==> config.mk <==
export PLATFORM = sky130hd
export DESIGN_NAME = fp_mul_mantissa_iter
export DESIGN_NICKNAME = d
export VERILOG_FILES = /design/src/rtl/fp_mul_mantissa_iter.sv
export SDC_FILE = /design/constraint.sdc
export NUM_CORES = 1
export LEC_CHECK = 0
export ABC_AREA = 1
export CORE_AREA = 2 2 193 138
export DETAILED_ROUTE_END_ITERATION = 16
export DIE_AREA = 0 0 195 140
export GPL_ROUTABILITY_DRIVEN = 1
export PLACE_DENSITY = 0.91
export SYNTH_ARGS = -nofsm -noshare
export SYNTH_HDL_FRONTEND = slang
export SYNTH_SLANG_ARGS = --single-unit
==> constraint.sdc <==
create_clock -name clk -period 15.74 [get_ports clk]
set_input_delay 3.148 -clock clk [delete_from_list [all_inputs] [get_ports clk]]
set_output_delay 3.148 -clock clk [all_outputs]
set_load 0.005 [all_outputs]
==> src/rtl/fp_mul_mantissa_iter.sv <==
// Iterative mantissa/exponent multiply for positive single-precision floats.
// Latency: result ready N = 24/RADIX_BITS cycles after the accepting edge.
// Backpressure: accepts only in IDLE; result held in DONE until backprn=1.
module fp_mul_mantissa_iter #(
  parameter int RADIX_BITS = 1
) (
  input  logic        clk,
  input  logic        rst,
  input  logic        valid,
  input  logic [30:0] float_in_a,
  input  logic [30:0] float_in_b,
  input  logic [30:0] float_in_2,
  input  logic        error_in,
  input  logic        backprn,
  output logic        backprn_out,
  output logic [47:0] M_out_mul,
  output logic [7:0]  E_out_mul,
  output logic [30:0] float_out_2,
  output logic        ready,
  output logic        error_out
);

  localparam int N  = 24 / RADIX_BITS;
  localparam int CW = (N > 1) ? $clog2(N) : 1;

  typedef enum logic [1:0] {IDLE, BUSY, DONE} state_t;

  state_t         state_q, state_d;
  logic [23:0]    ma_q, ma_d;
  logic [23:0]    mb_q, mb_d;
  logic [47:0]    acc_q, acc_d;
  logic [CW-1:0]  cnt_q, cnt_d;
  logic [7:0]     e_q, e_d;
  logic           err_q, err_d;
  logic [30:0]    f2_q, f2_d;
  logic [47:0]    m_out_q, m_out_d;
  logic [7:0]     e_out_q, e_out_d;
  logic [30:0]    f2_out_q, f2_out_d;
  logic           ready_q, ready_d;
  logic           err_out_q, err_out_d;

  logic [7:0]        ea, eb;
  logic signed [9:0] e_sum;
  logic              local_err;
  logic [5:0]        shamt;
  logic [47:0]       partial;
  logic [47:0]       acc_next;
  logic              last_step;

  // Exponent sum, range check and the current radix partial product
  always_comb begin
    ea        = float_in_a[30:23];
    eb        = float_in_b[30:23];
    e_sum     = $signed({2'b00, ea}) + $signed({2'b00, eb}) - 10'sd254;
    local_err = (ea == 8'h00) || (eb == 8'h00) || (ea == 8'hFF) || (eb == 8'hFF) ||
                (e_sum < -10'sd126) || (e_sum > 10'sd126);
    shamt     = 6'(int'(cnt_q) * RADIX_BITS);
    partial   = (48'(mb_q[RADIX_BITS-1:0]) * 48'(ma_q)) << shamt;
    acc_next  = acc_q + partial;
    last_step = (cnt_q == CW'(N - 1));
  end

  // Next-state logic for the IDLE -> BUSY -> DONE -> IDLE sequence
  always_comb begin
    state_d   = state_q;
    ma_d      = ma_q;
    mb_d      = mb_q;
    acc_d     = acc_q;
    cnt_d     = cnt_q;
    e_d       = e_q;
    err_d     = err_q;
    f2_d      = f2_q;
    m_out_d   = m_out_q;
    e_out_d   = e_out_q;
    f2_out_d  = f2_out_q;
    ready_d   = ready_q;
    err_out_d = err_out_q;
    unique case (state_q)
      IDLE: begin
        if (valid) begin
          ma_d    = {1'b1, float_in_a[22:0]};
          mb_d    = {1'b1, float_in_b[22:0]};
          acc_d   = '0;
          cnt_d   = '0;
          e_d     = e_sum[7:0];
          err_d   = error_in | local_err;
          f2_d    = float_in_2;
          state_d = BUSY;
        end
      end
      BUSY: begin
        // Full multiply runs even for flagged operands so timing never varies
        acc_d = acc_next;
        mb_d  = mb_q >> RADIX_BITS;
        cnt_d = cnt_q + CW'(1);
        if (last_step) begin
          m_out_d   = acc_next;
          e_out_d   = e_q;
          f2_out_d  = f2_q;
          err_out_d = err_q;
          ready_d   = 1'b1;
          state_d   = DONE;
        end
      end
      DONE: begin
        // Outputs stay frozen until downstream takes the result
        if (backprn) begin
          ready_d   = 1'b0;
          err_out_d = 1'b0;
          state_d   = IDLE;
        end
      end
      default: state_d = IDLE;
    endcase
  end

  // State registers; reset aborts any product in flight
  always_ff @(posedge clk or posedge rst) begin
    if (rst) begin
      state_q   <= IDLE;
      ma_q      <= '0;
      mb_q      <= '0;
      acc_q     <= '0;
      cnt_q     <= '0;
      e_q       <= '0;
      err_q     <= 1'b0;
      f2_q      <= '0;
      m_out_q   <= '0;
      e_out_q   <= '0;
      f2_out_q  <= '0;
      ready_q   <= 1'b0;
      err_out_q <= 1'b0;
    end else begin
      state_q   <= state_d;
      ma_q      <= ma_d;
      mb_q      <= mb_d;
      acc_q     <= acc_d;
      cnt_q     <= cnt_d;
      e_q       <= e_d;
      err_q     <= err_d;
      f2_q      <= f2_d;
      m_out_q   <= m_out_d;
      e_out_q   <= e_out_d;
      f2_out_q  <= f2_out_d;
      ready_q   <= ready_d;
      err_out_q <= err_out_d;
    end
  end

  assign backprn_out = (state_q == IDLE);
  assign M_out_mul   = m_out_q;
  assign E_out_mul   = e_out_q;
  assign float_out_2 = f2_out_q;
  assign ready       = ready_q;
  assign error_out   = err_out_q;

endmodule

# ---- Yosys cells after proc, flatten, opt, wreduce, memory -nomap -nowiden
# Cells that the tools add are included.
dict set report classes {
  bitwise_logic 1
  n_mux 15
  order_cmp 2
  n_reduce_logical 15
  add_sub_neg 4
  shifts 1
  n_eq_ne 8
  n_mul 1
}
# operator n
set ops {}
lappend ops {{case mux 48 bit (2 select lines)} 1}
lappend ops {{adder 48 bit} 1}
lappend ops {{2-to-1 mux 48 bit} 1}
lappend ops {{case mux 24 bit (2 select lines)} 1}
lappend ops {{left shift 25 x 5 -> 48 bit} 1}
lappend ops {{multiplier 1 x 24 -> 25 bit} 1}
lappend ops {{2-to-1 mux 24 bit} 1}
lappend ops {{== test 8 bit, second input constant} 2}
lappend ops {{zero test 8 bit} 2}
lappend ops {{greater-than comparator 10 x 8 -> 1 bit, second input constant} 1}
lappend ops {{< comparator 10 x 8 -> 1 bit, second input constant} 1}
lappend ops {{case mux 5 bit (2 select lines)} 1}
lappend ops {{subtractor 9 x 8 -> 10 bit, second input constant} 1}
lappend ops {{adder 8 x 8 -> 9 bit} 1}
lappend ops {{2-to-1 mux 2 bit} 3}
lappend ops {{inequality test 2 bit, second input constant} 3}
lappend ops {{case mux 2 bit (3 select lines)} 1}
lappend ops {{AND reduction 2 bit} 3}
lappend ops {{AND reduction 3 bit} 2}
lappend ops {{adder 5 x 1 -> 5 bit, second input constant} 1}
lappend ops {{== test 5 bit, second input constant} 1}
lappend ops {{logical OR 1 bit} 5}
lappend ops {{2-to-1 mux 5 bit} 1}
lappend ops {{case mux 1 bit (2 select lines)} 2}
lappend ops {{6 further kinds} 9}
dict set report word_totals {
  inputBits 98
  wordCells 60
  register_bits 232
}

# ---- Logic depth before layout (Yosys ltp)
# Gate-level depths: netlist of run 1.
dict set report depth {
  word_depth 7
  ltp_mapped 27
  ltp_nobuf 26
}

# ---- Worst setup path after synthesis of run 1
# OpenSTA, ideal clock, no wires.
dict set report synth_path {
  kind {input -> register}
  start {input port float_in_a[24]}
  end {register err_q}
  arrival_ns 4.785
  required_time_ns 15.627
  setup_slack_ns 10.843
  path_stages 17
  cell_sequence {inv_1 > ha_1 > inv_1 > ha_1 > fa_1 > nand3_1 > nand2_1 > nand2_1 > nand2_1 > nand2_1 > nand2_1 > inv_1 > nand3_1 > nand2_1 > nand3_1 > nand2_1 > inv_1}
}
dict set report synth_between {
  elab_chain_len 7
}
# element line_no
set synth_lines {}
lappend synth_lines {{start: declaration} 10} ;# input logic [30:0] float_in_a,
lappend synth_lines {{branches (longest 5 deep; another with subtractor 9 x 8 -> 10 bit)} -}
lappend synth_lines {{logical OR 1 bit (*)} 56} ;# (e_sum < -10'sd126) || (e_sum > 10'sd126);
lappend synth_lines {{bitwise OR 1 bit (*)} 86} ;# err_d = error_in | local_err;
lappend synth_lines {{end signal: assignment} 140} ;# err_q <= err_d;
lappend synth_lines {{end: declaration} 34} ;# logic err_q, err_d;
# Every way passes the cells marked *.
# A chain may end at the register's enable or synchronous reset.

# ---- Worst setup path after layout of run 1
dict set report layout_path {
  start {input port valid}
  end {register cnt_q[1]}
}
dict set report layout_between {
  elab_chain_len 2
}
# element line_no
set layout_lines {}
lappend layout_lines {{start: declaration} 9} ;# input logic valid,
lappend layout_lines {{inequality test 2 bit (no line)} -}
lappend layout_lines {{AND reduction 2 bit (no line)} -}
lappend layout_lines {{end signal: assignment} 138} ;# cnt_q <= cnt_d;
lappend layout_lines {{end: declaration} 32} ;# logic [CW-1:0] cnt_q, cnt_d;
# Every way passes these cells.

==> results.txt, run 1 <==
status -> completed
commonest non-fill, non-tap cell in the layout -> nand2_1
final hold slack -> 0.4730 ns
1st-pass router iterations -> 7
setup TNS -> 0 ns
Core Area -> 0.02538 mm²
Port Buffers -> 187
WP data required -> 16.19 ns
GRT Util Overall -> 0.3627
area grow syn2layout -> 17.69%
Reg power frac -> 0.238
antenna violations before repair -> 0
number of synthesized register bits -> 232
Least-Margin Pin Slew -> 1.069 ns
syn_area_per_cell -> 6.717 µm²
final critical-path required period -> 5.432 ns
Clock Latency Late Sink -> 0.55 ns
post-synthesis sequential area ratio -> 0.3799
Pwr Density -> 249.6 mW/mm²
Synth Flop Type -> dfrtp_1
Die X -> 195 µm
Crit Path Class -> in2reg
async set-reset flop share out of synthesis -> 1.000
Mapped Cells -> 2275
internal power -> 2.168 mW
TritonCTS Sinks -> 232
post-CTS sizing -> 0
die height -> 140 µm
H-tree levels -> 1
Finished Cell Area -> 0.01799 mm²
total power -> 4.490 mW
initial core utilization -> 0.6021
Syn. warnings -> 0
post-synth net total -> 2440
GRT overflow -> 0
CP Capture Type -> flip-flop
Post-CTS Setup Inserts -> 0
Clk pwr share -> 0.121
post-cts hold buffer count -> 0
TritonCTS buffer count -> 24
Max-Cap Viols -> 0
FILL cells -> 2123
Antenna Nets Post-Route -> 0
fmax -> 184.1 MHz
Ports -> 188
placed insts -> 2722
Final Util -> 0.7086
share of cells above drive strength 1 -> 0.04486
CTS tree -> built
combinational power share -> 0.641
Non-Filler Instances -> 2762
pre-CTS WS -> 9.788 ns
Tcrit/Tclk final -> 0.3451
Worst EP arrival -> 5.88 ns
CTS clock-pin slew for the worst setup and hold paths -> 0.06 ns
final slew viol count -> 0
RSZ-0062 raised after global routing -> false
most frequent cells in the layout -> nand2_1, inv_1, dfrtp_1, clkdlybuf4s50_1, nand3_1
Vias per Instance -> 5.527
Routed WL per cell -> 18.00 µm
placed inst area -> 0.01726 mm²
Iteration-0 DRC Markers -> 1729
Post-synth EDFFs -> 0
P_leak -> 9.524 nW
largest net degree at the start of global routing -> 112
Hold Crit Class -> reg2reg
Net count, final -> 2582
crit path max fanout -> 111
DP HPWL -> 37260 µm
clk_skew -> 0.02122 ns
synthesized area -> 0.01528 mm²
Setup crit start kind -> input pin
vias in the first global route -> 14353
min setup slack post-route -> 10.31 ns
global-route wire length before repair -> 77680 µm
die area -> 0.02730 mm²
Final Hold Vio Count -> 0
vias -> 15265
Cell variety after synth -> 47
clock root buffer -> clkbuf_16
# setup viols final -> 0
GP Congestion -> 0.9811
DRC viols -> 0
drt total wl -> 49710 µm
Max clock buf depth -> 3
num rows -> 49
Psw -> 2.322 mW
sw frac -> 0.5172
relative slew slack -> 0.2875
maximum VDD drop -> 130.3 µV
-- synthesized netlist by cell type (all sizes together) (4+ instances only) --
cell type | n | area share
mux2i | 5 | 0.0033
dfrtp | 232 | 0.38
clkbuf | 33 | 0.0081
nand2 | 979 | 0.24
and2 | 9 | 0.0037
xor2 | 8 | 0.0056
nor2 | 110 | 0.031
ha | 64 | 0.052
nand4 | 30 | 0.012
xnor2 | 10 | 0.0057
nand3b | 12 | 0.0059
inv | 287 | 0.071
o21ai | 176 | 0.058
or2 | 15 | 0.0061
o21bai | 7 | 0.0034
a22oi | 23 | 0.011
a21oi | 29 | 0.0095
nand3 | 150 | 0.050
buf | 50 | 0.019
o21a | 4 | 0.0020
nor3 | 20 | 0.0079
-- area by class of cell --
cell class              instances  area [µm²]  share of cell area
multi-input cells            1670        7979              0.4436
flip-flops and latches        232        5806              0.3228
repair buffers                199        1962              0.1091
inverters                     290        1101             0.06122
clock buffers                  35       693.2             0.03854
well taps                     331       414.1             0.02303
clock inverters                 4       28.78            0.001600
diodes                          1       2.502           0.0001391
-- worst max-delay path, cell delays in order --
cell             delay (ns)
clkdlybuf4s50_1        0.40
nand2_1                0.06
buf_4                  0.37
inv_2                  0.04
buf_4                  0.42
nor2_4                 0.18
buf_4                  0.69
inv_1                  0.22
o21ai_0                0.24
-- layer usage --
layer,vias to the layer above,wire length [µm],global-route usage
met5,-,0,0
li1,7414,-,-
met3,73,5510,0.08548
met4,0,903,0.06187
met2,699,20400,0.5348
met1,7079,22890,0.5503
-- worst paths after layout --
kind / from / endpoint / slack [ns] / cells past startpoint
max: valid / cnt_q[1] / 10.31 / 9
min: ma_q[23] / ma_q[23] / 0.47 / 1
max reg2reg: cnt_q[1] / M_out_mul[30] / 11.17 / 20
min reg2reg: ma_q[23] / ma_q[23] / 0.47 / 1
max in group asynchronous: rst / float_out_2[7] / 11.24 / 3
min in group asynchronous: rst / M_out_mul[10] / 3.13 / 2
-- kinds of logic (layout without fill, tap and decap cells) --
group,after synthesis,after routing,synth area share
AO/OA/AOI/OAI,252,252,0.08998
adder cells (fa/ha/maj),67,67,0.05633
flip-flops,232,232,0.3799
buffers and inverters,373,528,0.09849
XOR/XNOR,18,18,0.01130
other,0,1,0
multiplexers,5,5,0.003275
AND/OR/NAND/NOR,1328,1328,0.3607
-- state kept, by name, summed over array words and instances (netlist names) --
name and cells:
err_q 1, ready 1, f2_q 31, E_out_mul 8
error_out 1, mb_q 24, ma_q 24, acc_q 48
M_out_mul 48, float_out_2 31, state_q 2, e_q 8
cnt_q 5
-- power by group through the flow --
stage / Combinational (mW) / Clock, mW / Sequential (mW)
6_report: 2.88 / 0.543 / 1.07
5_1_grt: 3.16 / 0.569 / 1.09
4_1_cts: 2.80 / 0.547 / 1.06
3_5_place_dp: 2.77 / 0 / 1.06
3_3_place_gp: 2.69 / 0 / 1.05
2_1_floorplan: 1.93 / 0 / 1.01
No activity file was read; power rests on OpenSTA's default activity.
==> inputs of run 2 (changes only) <==
--- a/config.mk
+++ b/config.mk
@@ -6,11 +6,11 @@
 export NUM_CORES = 1
 export LEC_CHECK = 0
 export ABC_AREA = 1
-export CORE_AREA = 2 2 193 138
+export CORE_AREA = 2 2 199 142
 export DETAILED_ROUTE_END_ITERATION = 16
-export DIE_AREA = 0 0 195 140
+export DIE_AREA = 0 0 201 144
 export GPL_ROUTABILITY_DRIVEN = 1
-export PLACE_DENSITY = 0.91
+export PLACE_DENSITY = 0.87
 export SYNTH_ARGS = -nofsm -noshare
 export SYNTH_HDL_FRONTEND = slang
 export SYNTH_SLANG_ARGS = --single-unit
==> constraint.sdc (replaced) <==
create_clock -name clk -period 5.3 [get_ports clk]
set_input_delay 1.06 -clock clk [delete_from_list [all_inputs] [get_ports clk]]
set_output_delay 1.06 -clock clk [all_outputs]
set_load 0.005 [all_outputs]
==> run 2 against run 1 <==
Effect of this change: sequential share of layout area decreased by 0.50 points; largest cell class unchanged; die area up 6.0%; flip-flop and latch count stayed put; critical path depth rose by 9; wire length decreased by 0.10%; largest power group unchanged; clock skew decreased by 0.0052 ns; non-clock buffer count up 2; critical path type is now reg2reg; highest routed layer unchanged; total power grew to 3.1 times the previous value; core utilization is 3.8 points lower; clock power grew to 3.6 times the previous value; sequential power grew to 3.0 times the previous value; first-iteration DRC count increased by 2.4%.
==> results.txt, run 2 (synthesis gave the netlist of run 1 again) <==
status -> completed
vias in the first global route -> 14400 (+0.33%)
Least-Margin Pin Slew -> 1.052 ns (-0.01635 ns)
area taken by multi-input logic gates -> 0.007979 mm² (unchanged)
final slew viol count -> 0 (unchanged)
GRT overflow -> 0 (unchanged)
Final Util -> 0.6704 (-0.03823)
Post-CTS Setup Inserts -> 0 (unchanged)
Max-Cap Viols -> 0 (unchanged)
CP Capture Type -> flip-flop
CTS tree -> built
RSZ-0062 raised after global routing -> false
Routed WL per cell -> 17.69 µm (-1.7%)
Crit Path Class -> reg2reg
antenna violations before repair -> 0 (unchanged)
H-tree levels -> 1 (unchanged)
Core Area -> 0.02725 mm² (+7.4%)
FILL cells -> 2407 (+13%)
Port Buffers -> 187 (unchanged)
Iteration-0 DRC Markers -> 1771 (+2.4%)
TritonCTS buffer count -> 24 (unchanged)
DP HPWL -> 37840 µm (+1.6%)
Net count, final -> 2584 (+0.077%)
Antenna Nets Post-Route -> 0 (unchanged)
Vias per Instance -> 5.426 (-1.8%)
crit path max fanout -> 28 (-75%)
die area -> 0.02894 mm² (+6.0%)
WP data required -> 5.72 ns (-10.47 ns)
Hold Crit Class -> reg2reg
# setup viols final -> 0 (unchanged)
DRC viols -> 0 (unchanged)
Setup crit start kind -> flip-flop
Tcrit/Tclk final -> 0.8665
maximum VDD drop -> 294.5 µV (+130%)
share of cells above drive strength 1 -> 0.04844 (+0.003584)
num rows -> 51 (+4.1%)
clock root buffer -> clkbuf_16
CTS clock-pin slew for the worst setup and hold paths -> 0.06 ns (about the same)
register area -> 0.005806 mm² (unchanged)
most frequent cells in the layout -> nand2_1, inv_1, dfrtp_1, clkdlybuf4s50_1, nand3_1
Ant. Diodes -> 0 (-1)
final critical-path required period -> 4.592 ns
drt total wl -> 49660 µm (-0.10%)
GRT Util Overall -> 0.3457 (-0.01701)
setup TNS -> 0 ns (unchanged)
P_leak -> 9.631 nW (+1.1%)
Ports -> 188 (unchanged)
fmax -> 217.7 MHz
die height -> 144 µm (+2.9%)
Die X -> 201 µm (+3.1%)
global-route wire length before repair -> 77940 µm (+0.33%)
1st-pass router iterations -> 6 (-1)
TritonCTS Sinks -> 232 (unchanged)
relative slew slack -> 0.2984 (+0.01090)
GP Congestion -> 1.042 (+6.2%)
Clock Latency Late Sink -> 0.55 ns (about the same)
Final Hold Vio Count -> 0 (unchanged)
Worst EP arrival -> 5.02 ns (-0.86 ns)
clk_skew -> 0.01604 ns (-0.005185 ns)
Pwr Density -> 756.6 mW/mm² (+200%)
post-CTS sizing -> 0 (unchanged)
area grow syn2layout -> 19.53%
initial core utilization -> 0.5609 (-0.04122)
vias -> 15230 (-0.23%)
largest net degree at the start of global routing -> 111 (-0.89%)
Max clock buf depth -> 3 (unchanged)
commonest non-fill, non-tap cell in the layout -> nand2_1
post-cts hold buffer count -> 0 (unchanged)
==> run 2: worst paths after layout <==
check                      cells after the start    startpoint       endpoint  slack (ns)
min                                            2  E_out_mul[6]   E_out_mul[6]        0.47
min in group asynchronous                      2           rst      acc_q[11]        1.00
min reg2reg                                    2  E_out_mul[6]   E_out_mul[6]        0.47
max                                           18      cnt_q[1]  M_out_mul[35]        0.71
max reg2reg                                   18      cnt_q[1]  M_out_mul[35]        0.71
max in group asynchronous                      3           rst       f2_q[27]        3.16
==> run 2: area by class of cell <==
cell class,instances,area share
tap,371,0.02541
timing repair buffer,201,0.1096
inverter,290,0.06014
clock buffer,31,0.03658
clock inverter,12,0.01363
sequential,232,0.3178
multi-input combinational,1670,0.4368
==> run 2: metrics by stage <==
step	std cells	instance area [µm²]	total power, mW	hold slack (ns)	setup WS [ns]
after CTS	2807	18270	13.60	0.4779	0.9795
after global placement	2764	17350	11.35	0.4521	0.9729
after floorplan	2275	15290	8.742	0.4400	1.204
final	2807	18270	13.82	0.4742	0.7075
after detailed placement	2764	17350	11.54	0.4633	1.003
after global routing	2807	18270	14.86	0.4870	0.4576
==> run 2: report_power, final <==
part	total [mW]	internal (mW)	switching [mW]
sequential	3.22	2.62	0.603
combinational	8.63	2.93	5.70
clock	1.97	1.23	0.739
==> run 2: routing by layer <==
layer,up-vias,wire length [µm],GRT usage
met5,-,0,0
met4,0,998,0.07680
met3,74,5348,0.1100
met2,658,20300,0.5087
met1,7068,23020,0.4980
li1,7430,-,-
==> run 2: worst max-delay path, stage by stage (launching register included) <==
cell      delay, ns
dfrtp_1        0.85
inv_2          0.40
nand2_1        0.18
nand2_1        0.13
nand2_1        0.08
o21ai_1        0.12
o21ai_0        0.41
o21ai_1        0.24
ha_1           0.43
nand2_1        0.13
inv_1          0.09
nand2_1        0.14
nor2_2         0.30
nand3_1        0.16
nand3b_1       0.34
nand3_1        0.18
nand2_1        0.10
nand3_1        0.12
nand2_1        0.06
==> inputs of run 3 (changes only) <==
--- a/config.mk
+++ b/config.mk
@@ -10,7 +10,8 @@
 export DETAILED_ROUTE_END_ITERATION = 16
 export DIE_AREA = 0 0 201 144
 export GPL_ROUTABILITY_DRIVEN = 1
-export PLACE_DENSITY = 0.87
+export HOLD_SLACK_MARGIN = 0.15
+export PLACE_DENSITY = 0.81
 export SYNTH_ARGS = -nofsm -noshare
 export SYNTH_HDL_FRONTEND = slang
 export SYNTH_SLANG_ARGS = --single-unit
==> run 3 against run 2 <==
Effect of this change: clock-buffer cell count decreased by 2; flip-flop and latch count did not move; register-to-register slack lost 0.18 ns; critical path type unchanged; total power decreased by 1.1%; fmax down 3.9%; clock skew fell by 0.0032 ns; final cell count rose by 0.11%; sequential power about the same.
==> results.txt, run 3 (synthesis gave the netlist of run 1 again) <==
status -> completed
maximum VDD drop -> 336.7 µV (+14%)
combinational power share -> 0.631 (+0.007)
initial core utilization -> 0.5609 (unchanged)
Reg power frac -> 0.235 (+0.002)
drt total wl -> 51060 µm (+2.8%)
Die X -> 201 µm (unchanged)
num rows -> 51 (unchanged)
min setup slack post-route -> 0.5232 ns (-0.1843 ns)
GRT overflow -> 0 (unchanged)
Ports -> 188 (unchanged)
Setup crit start kind -> flip-flop
Net count, final -> 2586 (+0.077%)
Ant. Diodes -> 0 (unchanged)
RSZ-0062 raised after global routing -> false
Least-Margin Pin Slew -> 1.049 ns (-0.003308 ns)
Psw -> 7.056 mW (+0.24%)
CTS clock-pin slew for the worst setup and hold paths -> 0.06 ns (about the same)
Crit Path Class -> reg2reg
Port Buffers -> 187 (unchanged)
Hold Crit Class -> reg2reg
TritonCTS Sinks -> 232 (unchanged)
setup TNS -> 0 ns (unchanged)
GR Util met2 -> 0.5174 (+0.008742)
internal power -> 6.610 mW (-2.5%)
CP Capture Type -> flip-flop
Final Hold Vio Count -> 0 (unchanged)
vias in the first global route -> 14407 (+0.049%)
crit path buf inv count -> 1 (-1)
total power -> 13.67 mW (-1.1%)
CTS tree -> built
Post-CTS Setup Inserts -> 0 (unchanged)
clk_skew -> 0.01282 ns (-0.003223 ns)
commonest non-fill, non-tap cell in the layout -> nand2_1
Iteration-0 DRC Markers -> 1535 (-13%)
H-tree levels -> 1 (unchanged)
Routed WL per cell -> 18.17 µm (+2.7%)
# setup viols final -> 0 (unchanged)
CP top delay family -> simple AND/OR/NAND/NOR gates
largest net degree at the start of global routing -> 156 (+41%)
met1 Usage GRT -> 0.5256 (+0.02763)
global-route wire length before repair -> 79560 µm (+2.1%)
critical path's slowest cell -> dfrtp_1
fmax -> 209.3 MHz (-3.9%)
Worst EP arrival -> 5.20 ns (+0.18 ns)
DP HPWL -> 38750 µm (+2.4%)
Tcrit/Tclk final -> 0.9013 (+0.03477)
met3 Use GR -> 0.09644 (-0.01352)
Worst path max stage delay -> 0.89 ns (+0.04 ns)
Max clock buf depth -> 3 (unchanged)
vias -> 15469 (+1.6%)
TritonCTS buffer count -> 24 (unchanged)
WP data required -> 5.72 ns (about the same)
GRT busiest layer -> met1
worst path cell trace -> buf_4 -> nand2_1 -> o21ai_0 -> nand2_1 -> nand2_1 -> nand2_1 -> o21ai_1 -> nand2_1 -> o21ai_1 -> nand2_1 -> o21ai_0 -> ha_1 -> nand2_1 -> nor2_1 -> nand2_1 -> nor2_1 -> nand4_1 -> nand3_1 -> nand2_1 -> nand3_1 -> nand2_1
P_leak -> 9.609 nW (-0.23%)
area grow syn2layout -> 19.12%
DRC viols -> 0 (unchanged)
clock root buffer -> clkbuf_16
antenna violations before repair -> 0 (unchanged)
share of cells above drive strength 1 -> 0.05084 (+0.002400)
final slew viol count -> 0 (unchanged)
Non-Filler Instances -> 2810 (+0.11%)
die area -> 0.02894 mm² (unchanged)
pre-CTS WS -> 0.9754 ns (-0.02754 ns)
most used cell, CP -> nand2_1
Max-Cap Viols -> 0 (unchanged)
most frequent cells in the layout -> nand2_1, inv_1, dfrtp_1, clkdlybuf4s50_1, nand3_1
Antenna Nets Post-Route -> 0 (unchanged)
Vias per Instance -> 5.505 (+1.5%)
FILL cells -> 2442 (+1.5%)
GP Congestion -> 1.018 (-2.3%)
final critical-path required period -> 4.777 ns (+0.1843 ns)
Pwr Density -> 750.7 mW/mm² (-0.78%)
1st-pass router iterations -> 6 (unchanged)
placed insts -> 2766 (+0.072%)
relative slew slack -> 0.3006 (+0.002205)
post-cts hold buffer count -> 0 (unchanged)
die height -> 144 µm (unchanged)
Clk pwr share -> 0.134 (-0.009)
sw frac -> 0.5163 (+0.006991)
crit path max fanout -> 28 (unchanged)
GRT Util Overall -> 0.3546 (+0.008894)
post-CTS sizing -> 0 (unchanged)
Core Area -> 0.02725 mm² (unchanged)
Clock Latency Late Sink -> 0.54 ns (about the same)
## run 3: cell count changes in the layout (fill, tap and decap cells not counted), sizes merged
cell,change
inv,+1
bufinv,-4
clkinvlp,+1
clkbuf,-2
buf,+2
clkinv,+5
## run 3: cell type report
type                       count  area [µm²]  area share
multi-input combinational   1670        7979      0.4383
sequential                   232        5806      0.3189
timing repair buffer         203        2004      0.1101
inverter                     290        1099     0.06035
clock buffer                  29       670.6     0.03684
tap                          371       464.2     0.02550
clock inverter                15       181.4    0.009966
## run 3: stage by stage
stage	area, µm²	hold slack, ns	util
2_1_floorplan	15290	0.4400	-
3_3_place_gp	17350	0.4561	0.6368
3_5_place_dp	17350	0.4546	0.6368
4_1_cts	18200	0.4700	0.6681
5_1_grt	18200	0.4762	0.6681
6_report	18200	0.4671	0.6681
## run 3: final timing paths
kind,slack (ns),to,depth (start not counted),from
min in group asynchronous,0.98,M_out_mul[9],2,rst
hold reg to reg,0.47,ma_q[23],1,ma_q[23]
setup reg to reg,0.52,M_out_mul[39],21,mb_q[0]
hold / removal,0.47,ma_q[23],1,ma_q[23]
setup / recovery,0.52,M_out_mul[39],21,mb_q[0]
max in group asynchronous,3.03,ma_q[23],3,rst
## run 3: power by group through the flow
stage | combinational [mW] | clock (mW) | sequential, mW
2_1_floorplan | 5.73 | 0 | 3.01
3_3_place_gp | 8.22 | 0 | 3.19
3_5_place_dp | 8.36 | 0 | 3.21
4_1_cts | 8.42 | 1.85 | 3.20
5_1_grt | 9.50 | 1.92 | 3.30
6_report | 8.63 | 1.83 | 3.21
## run 3: worst reg2reg max path: cells and delay by family, from the launching register on
family,cells,cell delay (ns)
AND/OR/NAND/NOR,15,2.37
buffers and inverters,1,0.30
adder cells (fa/ha/maj),1,0.27
AO/OA/AOI/OAI,4,0.85
flip-flops,1,0.89
## run 3: metal layers
metal | up-vias | share of wire
met1 | 7296 | 0.47
met3 | 73 | 0.10
met5 | - | 0
li1 | 7441 | -
met4 | 0 | 0.022
met2 | 659 | 0.40
